### src/rtl/rv32i_pkg.sv
// rtl/rv32i_pkg.sv - shared rv32i types and constants for the fetch path
package rv32i_pkg;

    localparam int XLEN = 32;
    localparam logic [31:0] INSTR_NOP = 32'h0000_0013;

    typedef enum logic [1:0] {
        S_IDLE  = 2'd0,
        S_FETCH = 2'd1,
        S_FAULT = 2'd2
    } fetch_state_e;

    typedef struct packed {
        logic [31:0] pc;
        logic [31:0] instr;
    } fetch_entry_t;

    // A fetch target is legal only on a 4-byte boundary
    function automatic logic is_aligned(input logic [1:0] low_bits);
        return (low_bits == 2'b00);
    endfunction

endpackage

### src/rtl/fetch_fifo.sv
// rtl/fetch_fifo.sv - small synchronous fetch queue with flush
module fetch_fifo
    import rv32i_pkg::*;
#(
    parameter int DEPTH = 2
) (
    input  logic                     clk,
    input  logic                     rst_n,
    input  logic                     flush,
    input  logic                     push,
    input  logic                     pop,
    input  fetch_entry_t             wr_data,
    output fetch_entry_t             rd_data,
    output logic                     full,
    output logic                     empty,
    output logic [$clog2(DEPTH):0]   count
);

    localparam int AW = $clog2(DEPTH);

    logic [AW:0]  wr_ptr;
    logic [AW:0]  rd_ptr;
    fetch_entry_t mem [DEPTH];
    logic         do_push;
    logic         do_pop;

    // Flush overrides both sides; a push into a full queue is legal only when the head leaves
    assign do_pop  = pop && !empty && !flush;
    assign do_push = push && (!full || do_pop) && !flush;

    // The extra pointer MSB tells full from empty when the index bits match
    assign empty   = (wr_ptr == rd_ptr);
    assign full    = (wr_ptr[AW] != rd_ptr[AW]) && (wr_ptr[AW-1:0] == rd_ptr[AW-1:0]);
    assign count   = wr_ptr - rd_ptr;
    assign rd_data = mem[rd_ptr[AW-1:0]];

    // Pointer update; flush simply collapses the read pointer onto the write pointer
    always_ff @(posedge clk or negedge rst_n) begin
        if (!rst_n) begin
            wr_ptr <= '0;
            rd_ptr <= '0;
        end else if (flush) begin
            rd_ptr <= wr_ptr;
        end else begin
            if (do_push) begin
                wr_ptr <= wr_ptr + 1'b1;
            end
            if (do_pop) begin
                rd_ptr <= rd_ptr + 1'b1;
            end
        end
    end

    // Entry storage needs no reset: empty masks whatever the slots hold
    always_ff @(posedge clk) begin
        if (do_push) begin
            mem[wr_ptr[AW-1:0]] <= wr_data;
        end
    end

endmodule

### src/rtl/imem_fetch_ctrl.sv
// rtl/imem_fetch_ctrl.sv - fetch PC sequencer and fetch queue front end for rv32i decode
module imem_fetch_ctrl
    import rv32i_pkg::*;
#(
    parameter logic [31:0] RESET_PC = 32'h0000_0000,
    parameter int          FQ_DEPTH = 2
) (
    input  logic            clk,
    input  logic            rst_n,
    input  logic            fetch_en,
    output logic [XLEN-1:0] imem_addr,
    input  logic [XLEN-1:0] imem_instr,
    input  logic            redirect_valid,
    input  logic [XLEN-1:0] redirect_pc,
    output logic            out_valid,
    output logic [XLEN-1:0] out_pc,
    output logic [XLEN-1:0] out_instr,
    input  logic            out_ready,
    output logic            fault,
    output logic [XLEN-1:0] fault_pc
);

    fetch_state_e              state;
    fetch_state_e              state_nx;
    logic [31:0]               fetch_pc;
    logic [31:0]               fetch_pc_nx;
    logic [31:0]               fault_pc_q;
    logic [31:0]               fault_pc_nx;

    logic                      fq_push;
    logic                      fq_pop;
    logic                      fq_flush;
    logic                      fq_full;
    logic                      fq_empty;
    logic [$clog2(FQ_DEPTH):0] fq_count;
    fetch_entry_t              fq_wdata;
    fetch_entry_t              fq_head;

    fetch_fifo #(
        .DEPTH   (FQ_DEPTH)
    ) u_fetch_fifo (
        .clk     (clk),
        .rst_n   (rst_n),
        .flush   (fq_flush),
        .push    (fq_push),
        .pop     (fq_pop),
        .wr_data (fq_wdata),
        .rd_data (fq_head),
        .full    (fq_full),
        .empty   (fq_empty),
        .count   (fq_count)
    );

    assign fq_wdata  = '{pc: fetch_pc, instr: imem_instr};
    assign imem_addr = fetch_pc;
    assign out_valid = (fq_count != '0);
    assign out_pc    = fq_empty ? 32'h0 : fq_head.pc;
    assign out_instr = fq_empty ? INSTR_NOP : fq_head.instr;
    assign fault     = (state == S_FAULT);
    assign fault_pc  = fault_pc_q;

    // Next state, next PC and queue controls; a redirect outranks everything else. A redirect
    // seen in S_IDLE takes effect on the edge that leaves S_IDLE, which is where it is applied.
    always_comb begin
        state_nx    = state;
        fetch_pc_nx = fetch_pc;
        fault_pc_nx = fault_pc_q;
        fq_push     = 1'b0;
        fq_flush    = 1'b0;
        fq_pop      = out_valid && out_ready;

        if (redirect_valid) begin
            fq_flush = 1'b1;
            fq_pop   = 1'b0;
            if (is_aligned(redirect_pc[1:0])) begin
                fetch_pc_nx = redirect_pc;
                state_nx    = S_FETCH;
            end else begin
                fault_pc_nx = redirect_pc;
                state_nx    = S_FAULT;
            end
        end else begin
            case (state)
                S_IDLE: begin
                    state_nx = S_FETCH;
                end
                S_FETCH: begin
                    if (fetch_en && (!fq_full || fq_pop)) begin
                        fq_push     = 1'b1;
                        fetch_pc_nx = fetch_pc + 32'd4;
                    end
                end
                S_FAULT: begin
                    state_nx = S_FAULT;
                end
                default: begin
                    state_nx = S_IDLE;
                end
            endcase
        end
    end

    // State, PC and fault address registers
    always_ff @(posedge clk or negedge rst_n) begin
        if (!rst_n) begin
            state      <= S_IDLE;
            fetch_pc   <= RESET_PC;
            fault_pc_q <= 32'h0;
        end else begin
            state      <= state_nx;
            fetch_pc   <= fetch_pc_nx;
            fault_pc_q <= fault_pc_nx;
        end
    end

endmodule
### config.mk
export PLATFORM = sky130hd
export DESIGN_NAME = imem_fetch_ctrl
export DESIGN_NICKNAME = d
export VERILOG_FILES = /design/src/rtl/rv32i_pkg.sv /design/src/rtl/fetch_fifo.sv /design/src/rtl/imem_fetch_ctrl.sv
export SDC_FILE = /design/constraint.sdc
export NUM_CORES = 1
export LEC_CHECK = 0
export CAP_MARGIN = 20
export CORE_ASPECT_RATIO = 1.25
export CORE_MARGIN = 8
export CORE_UTILIZATION = 45
export CTS_BUF_LIST = sky130_fd_sc_hd__clkbuf_8
export CTS_CLUSTER_DIAMETER = 30
export DETAILED_ROUTE_END_ITERATION = 6
export DONT_BUFFER_PORTS = 1
export PLACE_DENSITY = 0.57
export SLEW_MARGIN = 20
export SYNTH_ARGS = -nofsm -noshare
export SYNTH_HDL_FRONTEND = slang
export SYNTH_SLANG_ARGS = --single-unit
### constraint.sdc
create_clock -name clk -period 8.45 [get_ports clk]
set_input_delay 0.845 -clock clk [delete_from_list [all_inputs] [get_ports clk]]
set_output_delay 0.845 -clock clk [all_outputs]
set_load 0.01 [all_outputs]
# Yosys cells after proc, flatten, opt, wreduce, memory -nomap -nowiden
# Memories as Yosys holds them, arrays and structs flattened.
# Index checks and enable logic that the tools add are counted.
# op_classes
addsub	4
eq_ne	7
n_mux	18
n_bitwise	2
n_reduce_logical	21
# op_table
op	n
32-bit 2-to-1 mux	6
32-bit by 3-bit adder with 32-bit output (second input constant)	1
2-bit 2-to-1 mux	4
2-bit nonzero test	4
1-bit logical AND	7
1-bit 2-to-1 mux	7
2-bit one-hot mux with 3 select lines	1
2-bit by 1-bit adder with 2-bit output (second input constant)	2
2-bit logical NOT	2
2-bit AND reduction	2
1-bit logical NOT	3
3-bit AND reduction	1
2-bit by 1-bit equality test with 1-bit output (second input constant)	1
2-bit equality test	1
2-bit equality test (second input constant)	1
1-bit logical OR	2
2-bit by 1-bit inequality test with 1-bit output (second input constant)	1
2-bit inequality test (second input constant)	1
1-bit inverter	2
2-bit subtractor	1
1-bit equality test	1
1-bit inequality test	1
# totals
ff_bits	70
mem_bits_rw	128
inputBits	69
out_inout_bits	130
mem_count	1
# memory_table
name	depth	width	rd	rd_ports_with_merged_regs	write_ports	line_no	rtl
u_fetch_fifo.mem	2	64	1	0	1	fetch_fifo.sv:23	fetch_entry_t mem [DEPTH];

# Longest topological paths before layout
# Gate-level depths: netlist (run 1).
# logic_depth
depth_word	12
mapped_depth	8
ltp_nobuf	6

# Hierarchy
# A second synthesis (run 1) with hierarchy kept.
# hier_totals
hier_cells	626
hier_area_um2	8610.8
# modules_own_cells
mod	instances	cells_per_inst	area_per_inst_um2	seq_area_each_um2
fetch_fifo	1	235	4904.7	3943.8
imem_fetch_ctrl	1	391	3706.1	1651.6

# Least setup slack after synthesis (run 1)
# No wires, ideal clock.
# synth_path
kind	input -> register
startpoint	input redirect_valid
endpoint	memory u_fetch_fifo.mem[1][0] in the netlist's numbering, enable pin
t_arrival_ps	4165
required_time_ps	7961
setup_slack_ps	3796
path_stages	4
n_path_buf	1
path_cell_list	buf_4 and4bb_2 o31ai_4 nor2_1
# synth_via
elab_chain_cells	8
# synth_rtl
element	line_no	rtl
from (decl)	imem_fetch_ctrl.sv:13	input logic redirect_valid,
1-bit 2-to-1 mux	imem_fetch_ctrl.sv:72	if (redirect_valid) begin
1-bit logical AND / 1-bit logical NOT (equally long branches)	fetch_fifo.sv:28, fetch_fifo.sv:29	
1-bit logical AND	fetch_fifo.sv:28	assign do_pop = pop && !empty && !flush;
1-bit logical OR	fetch_fifo.sv:29	assign do_push = push && (!full || do_pop) && !flush;
1-bit logical AND	fetch_fifo.sv:29	
1-bit logical AND *	fetch_fifo.sv:29	
1-bit 2-to-1 mux *	fetch_fifo.sv:56	if (do_push) begin
1-bit 2-to-1 mux (implied by the code) *	fetch_fifo.sv:57	mem[wr_ptr[AW-1:0]] <= wr_data;
to (decl)	fetch_fifo.sv:23	
# Mark *: on every way between the ends. The rest lies on a longest branch, timed or not.

# Worst setup path after layout (run 1)
# layout_path
startpoint	register u_fetch_fifo.rd_ptr[0]
endpoint	output out_instr[0]
# layout_via
elab_chain_cells	2
# layout_rtl
element	line_no	rtl
from (decl)	fetch_fifo.sv:22	logic [AW:0] rd_ptr;
from (signal assigned)	fetch_fifo.sv:43	rd_ptr <= wr_ptr;
from (signal assigned)	fetch_fifo.sv:49	rd_ptr <= rd_ptr + 1'b1;
memory 2 x 64 bit / 2-bit equality test (equally long branches)	--	
32-bit 2-to-1 mux *	imem_fetch_ctrl.sv:58	assign out_instr = fq_empty ? INSTR_NOP : fq_head.instr;
to (decl)	imem_fetch_ctrl.sv:17	output logic [XLEN-1:0] out_instr,
# Marks and branches as above.

==> flow_summary.ini, run 1 <==
[setup_path]
critPathKind = reg -> out
critical-path-slowest-cell = dfrtp_4
path_cells = xnor2_1 > and2_2 > buf_4 > inv_1 > nand2_1
slowest_delay_ns = 0.76
reg2reg_from = u_fetch_fifo.rd_ptr[0]$_DFFE_PN0P_
r2r_end = u_fetch_fifo.rd_ptr[0]$_DFFE_PN0P_
crit_path_end_kind = output port
start_kind = register
r2r_slack_ns = 5.85
path_buf_inv = 2
cp.required_ns = 7.61
crit_family = flip-flops
worst_r2r_path_depth = 7
critPathArrivalTime_ns = 2.73
cp_max_fo = 48

[global_routing]
grt_pass1_wl_um = 31000
grt_max_degree = 74
gr-usage-all-layers_pct = 17.1
overflow = 0
antenna_found_initial = 0
grt_pass1_vias = 5138

[sta]
period_needed_ns = 3.57
finalSetupTns_ns = 0
drv_slew = 0
maxSlewHeadroom_pct = 28.7
grt_setup_unrepaired = no
hold_viol_final = 0
fin_crit_sh_pct = 42.3
fmax_mhz = 280
whs_ns = 0.0673
skew_ns = 0.0140
worst_pin_slew_ns = 1.07
finalSetupViolCount = 0

[synth]
ys_warn_count = 0
ys_top_cells_by_area = edfxtp_1 (46%), dfrtp_1 (21%), mux2i_1 (8.2%)
syn-num-nets = 693
synth_largest_area_cell = edfxtp_1
yosysUniqueCellTypes = 54
synth-seq-cells = 198
ys.flop_type = edfxtp_1
syn_inst = 623
syn_area_sq_mm = 0.00839
ys_seq_area_share_pct = 66.7
synth_edf_count = 128
async_flop_share_pct = 35.4
avgSynthCellArea_sq_um = 13.5
synth_top_cell_area_share_pct = 45.8

[clock_network]
clk_pin_slew_ns = 0.09
htreeDepth = 4
cts_buffers = 17
clkLatencyLatePin_ns = 0.46
cts_resized = 0
root_buffer = clkbuf_8
cts_num_sinks = 198
cts_setup_buffers = 0
cts_tree = yes
cts.path.max_buffers = 2
postCtsHoldBufs = 0

[die]
die_h_um = 169
pin_count = 199
core-area_sq_mm = 0.0185
start_util_pct = 45.4
die_x_um = 138
die_area_sq_mm = 0.0233
rows = 56

[detailed_routing]
drt-total-wl_um = 20100
drc = 0
vias = 5030
vias_per_cell = 5.89
drtIter0Drc = 183
wl_per_cell_um = 23.5
ant_nets = 0
drt_pass1_iterations = 4

[status]
status = complete, no violations

[hold_path]
worstHoldPathType = in -> async

[layout]
drive_above_1_share_pct = 12.5
diodes = 0
nets = 680
nFillCells = 1669
syn_to_final_growth_pct = 6.47

[place]
place_congestion = 0.722
place_hpwl_um = 13600
portBuffers = 0

[pwr]
cellPowerDensity_mw_per_mm2 = 285
ir_drop_v = 0.000107
p_leak_nw = 3.25

[job]
max-cap-violations = 0
[placed cells by master (no fill, tap or decap), drive strengths merged, types with 7 or more instances in the layout]
cell type | synthesis | routed
clkbuf | 20 | 17
and3 | 9 | 9
nor3 | 13 | 13
and4 | 7 | 7
nand2 | 27 | 27
edfxtp | 128 | 128
a21oi | 25 | 25
clkinv | 0 | 9
inv | 7 | 9
mux2 | 30 | 30
o2bb2ai | 7 | 7
o21ai | 25 | 25
nor2 | 85 | 85
nand3 | 12 | 12
dfrtp | 70 | 70
mux2i | 69 | 69
nand4 | 12 | 12
[routing by layer]
metal	track usage, %	vias up	wire [um]
li1	-	2284	-
met1	19.1	2525	7680
met2	28.0	204	9910
met3	8.77	17	2280
met4	4.88	0	218
met5	0	-	0
[metrics by stage]
step	instance area [sq um]	cells	total power (W)	setup WS (ns)	utilization, %
5_1_grt	8930	854	0.00269	4.67	48.3
3_5_place_dp	8560	823	0.00202	5.29	46.3
4_1_cts	8930	854	0.00260	4.77	48.3
2_1_floorplan	8390	623	0.00184	3.80	-
6_report	8930	854	0.00255	4.88	48.3
3_3_place_gp	8560	823	0.00200	5.37	46.3
[worst register-to-register path, delay by kind of cell (launching register included)]
kind | cells | cell delay [ns]
compound gates | 1 | 0.08
xor+xnor | 2 | 0.33
buf+inv | 2 | 0.79
simple gates | 2 | 0.53
flops | 1 | 0.76
[logic make-up (layout without fill, tap and decap cells)]
family                   Yosys count  after routing  share of synthesized area, %
flip-flops                       198            198                          66.7
buffers and inverters             43             42                          2.46
AND/OR/NAND/NOR                  190            190                          11.1
XOR/XNOR                           6              6                         0.626
AO/OA/AOI/OAI                     86             86                          6.68
adder cells (fa/ha/maj)            1              1                         0.149
multiplexers                      99             99                          12.3
[state kept, by name, indices dropped and copies added (netlist names)]
| name | flops |
|---|---|
| u_fetch_fifo.mem | 128 |
| fault_pc | 32 |
| state | 2 |
| imem_addr | 32 |
| u_fetch_fifo.rd_ptr | 2 |
| u_fetch_fifo.wr_ptr | 2 |
[report_power, final]
| group | internal, W | leakage [nW] | switching (W) |
|---|---|---|---|
| clock | 0.000259 | 0.189 | 0.000316 |
| sequential | 0.00112 | 1.98 | 0.000169 |
| combinational | 0.000214 | 1.09 | 0.000469 |
[worst max-delay path by stage]
stage,from,end,slack [ns],cells past startpoint
finish,u_fetch_fifo.rd_ptr[0]$_DFFE_PN0P_,out_instr[0],4.88,5
global route,u_fetch_fifo.rd_ptr[0]$_DFFE_PN0P_,out_instr[0],4.67,5
CTS,u_fetch_fifo.rd_ptr[0]$_DFFE_PN0P_,out_instr[0],4.77,5
detailed placement,u_fetch_fifo.rd_ptr[0]$_DFFE_PN0P_,out_instr[0],5.29,5
global placement,u_fetch_fifo.rd_ptr[0]$_DFFE_PN0P_,out_instr[1],5.37,5
floorplan,redirect_valid,u_fetch_fifo.mem[1][0]$_DFFE_PP_,3.80,4
[Yosys cell counts (2+ instances only)]
master / instances
a211oi_1: 3
a21o_1: 3
a21oi_1: 25
a22oi_1: 4
a311oi_1: 3
and2_1: 6
and3_1: 9
and4_1: 7
and4bb_2: 2
buf_1: 3
buf_2: 8
buf_6: 4
clkbuf_1: 19
dfrtp_1: 70
edfxtp_1: 128
inv_1: 6
mux2_2: 30
mux2i_1: 69
nand2_1: 26
nand2b_1: 2
nand3_1: 12
nand3b_1: 2
nand4_1: 11
nor2_1: 85
nor2b_1: 4
nor3_1: 13
nor4_1: 5
o21ai_0: 25
o22ai_1: 4
o2bb2ai_1: 7
xnor2_1: 4
xor2_1: 2
[cell type report]
type                            instances  area (sq um)  area share, %
Clock inverter                         14           136           1.53
Sequential cell                       198          5600           62.7
Timing Repair Buffer                    4          30.0          0.336
Tap cell                              232           290           3.25
Clock buffer                           17           234           2.62
Multi-Input combinational cell        382          2620           29.3
Inverter                                7          26.3          0.294
(Power assumes the default switching activity.)
==> run 2, diff against run 1 <==
- clock period: 8.45 -> 3.38 ns (I/O delays scaled with it)
==> run 2 against run 1 <==
Worst hold slack worse by 0.038 ns; global-route usage rose by 0.37 points; largest power group unchanged; clock skew shrank 0.0015 ns; highest routed layer unchanged; die area unchanged; critical endpoint is now out_pc[28]; via count is 5.8% higher; sequential share of layout area decreased by 4.9 points; combinational power rose to 2.7 times the previous value; utilization is 4.1 points higher; design area increased by 8.5%.
==> flow_summary.ini, run 2 (synthesized netlist as in run 1, its figures left out) <==
[pwr]
ir_drop_v = 0.000378
clkPwrFrac_pct = 23.4
netSwitchingFraction_pct = 38.0
p_seq_share_pct = 49.1
total_power_w = 0.00657
p_leak_nw = 3.56
p_comb_share_pct = 27.5
p_sw_w = 0.00250
cellPowerDensity_mw_per_mm2 = 678
power.internal_w = 0.00407

[setup_path]
r2r_slack_ns = 0.92
r2r_end = u_fetch_fifo.mem[1][58]$_DFFE_PP_
cp.required_ns = 3.04
worst_r2r_path_depth = 4
crit_path_end_kind = output port
reg2reg_from = u_fetch_fifo.rd_ptr[0]$_DFFE_PN0P_
cp_max_fo = 48
critPathArrivalTime_ns = 2.49
start_kind = register
critPathKind = reg -> out

[clock_network]
htreeDepth = 4
clk_pin_slew_ns = 0.10
cts_tree = yes
root_buffer = clkbuf_8
cts.path.max_buffers = 2
cts_buffers = 17
cts_setup_buffers = 0
clkLatencyLatePin_ns = 0.46
cts_num_sinks = 198

[die]
die_area_sq_mm = 0.0233
start_util_pct = 45.4
rows = 56
pin_count = 199
die_h_um = 169
core-area_sq_mm = 0.0185
die_x_um = 138

[sta]
fin_crit_sh_pct = 83.6
hold_viol_final = 0
period_needed_ns = 2.83
fin_ws_ns = 0.555
worst_pin_slew_ns = 1.06
fmax_mhz = 354
grt_setup_unrepaired = no
finalSetupTns_ns = 0
skew_ns = 0.0125
drv_slew = 0
finalSetupViolCount = 0
maxSlewHeadroom_pct = 29.4

[layout]
diodes = 0
nFillCells = 1581
final_common_cell = edfxtp_1
syn_to_final_growth_pct = 15.5
fin_cells = 925
nets = 750
largest_register_ff_count = 128
drive_above_1_share_pct = 12.3
mostFrequentLayoutCells = edfxtp_1 (128), nor2_1 (83), mux2i_1 (69), dfrtp_1 (69), dlygate4sd3_1 (67)

[place]
portBuffers = 0
place_congestion = 0.724
dp_slack_ns = 0.866
place_hpwl_um = 13600
dp.cells = 825

[detailed_routing]
drt-total-wl_um = 20600
drc = 0
ant_nets = 0
drt_pass1_iterations = 4
drtIter0Drc = 284
vias_per_cell = 5.75
wl_per_cell_um = 22.3
vias = 5323

[global_routing]
gr-usage-all-layers_pct = 17.5
antenna_found_initial = 0
overflow = 0
grt_max_degree = 71
grt_pass1_wl_um = 31800
grt_pass1_vias = 5589

[hold_path]
worstHoldPathType = in -> reg
hold_depth = 2
holdCritStartpoint = redirect_pc[25]
hold_end = imem_addr[25]$_DFFE_PN0P_

[job]
max-cap-violations = 0

[status]
status = complete, no violations
## run 2: cell count changes in the layout (fill, tap and decap cells not counted)
| cell | before | now |
|---|---|---|
| clkinv_2 | 2 | 1 |
| and2_2 | 2 | 1 |
| inv_6 | 1 | 2 |
| and2_1 | 4 | 5 |
| inv_8 | 0 | 2 |
| buf_4 | 4 | 5 |
| clkinv_1 | 3 | 0 |
| buf_16 | 0 | 1 |
| dlygate4sd3_1 | 0 | 67 |
| buf_12 | 0 | 1 |
| clkinvlp_4 | 1 | 4 |
| inv_1 | 7 | 6 |
## run 2: final cells by class
type / instances / area (sq um) / share of cell area [%]
clock inverters: 15 / 170 / 1.76
repair buffers: 74 / 756 / 7.80
multi-input cells: 382 / 2620 / 27.0
inverters: 7 / 26.3 / 0.271
well taps: 232 / 290 / 3.00
clock buffers: 17 / 234 / 2.41
flip-flops and latches: 198 / 5600 / 57.8
## run 2: worst max-delay path by stage
stage                                       start                                end  cells after the start
2_1_floorplan                      redirect_valid   u_fetch_fifo.mem[1][0]$_DFFE_PP_                      4
3_3_place_gp   u_fetch_fifo.rd_ptr[0]$_DFFE_PN0P_   u_fetch_fifo.mem[1][3]$_DFFE_PP_                      4
3_5_place_dp   u_fetch_fifo.rd_ptr[0]$_DFFE_PN0P_  u_fetch_fifo.mem[1][54]$_DFFE_PP_                      4
4_1_cts        u_fetch_fifo.rd_ptr[0]$_DFFE_PN0P_                         out_pc[28]                      4
5_1_grt        u_fetch_fifo.rd_ptr[0]$_DFFE_PN0P_                         out_pc[28]                      4
6_report       u_fetch_fifo.rd_ptr[0]$_DFFE_PN0P_                         out_pc[28]                      4
## run 2: metal layers
metal	GRT usage (%)	wire (um)
met1	20.0	8140
met2	28.5	10200
met3	7.01	1720
met4	7.39	541
met5	0	0
## run 2: power groups by stage
stage | logic [W] | clock network, W | registers [W]
final | 0.00181 | 0.00153 | 0.00322
after floorplan | 0.00152 | 0 | 0.00307
after global placement | 0.00173 | 0 | 0.00327
after detailed placement | 0.00177 | 0 | 0.00329
after CTS | 0.00186 | 0.00158 | 0.00323
after global routing | 0.00198 | 0.00167 | 0.00327
## run 2: what timing repair did
item | in CTS | in global routing
setup endpoints to repair | 0 | 0
gates resized for setup | 0 | 0
hold buffers | 66 | 2
hold endpoints to repair | 167 | 2
## run 2: per-stage QoR
stage | area (sq um) | utilization (%) | hold slack (ns)
after floorplan | 8390 | - | 0.0424
after global placement | 8590 | 46.4 | 0.0456
after detailed placement | 8590 | 46.4 | 0.0452
after CTS | 9670 | 52.3 | 0.000122
after global routing | 9690 | 52.4 | 0.0154
final | 9690 | 52.4 | 0.0288
## run 2: critical path, stage by stage, from the launching register on
cell     delay [ns]
dfrtp_4        0.75
xnor2_1        0.17
and2_2         0.35
buf_4          0.50
nor2_1         0.21
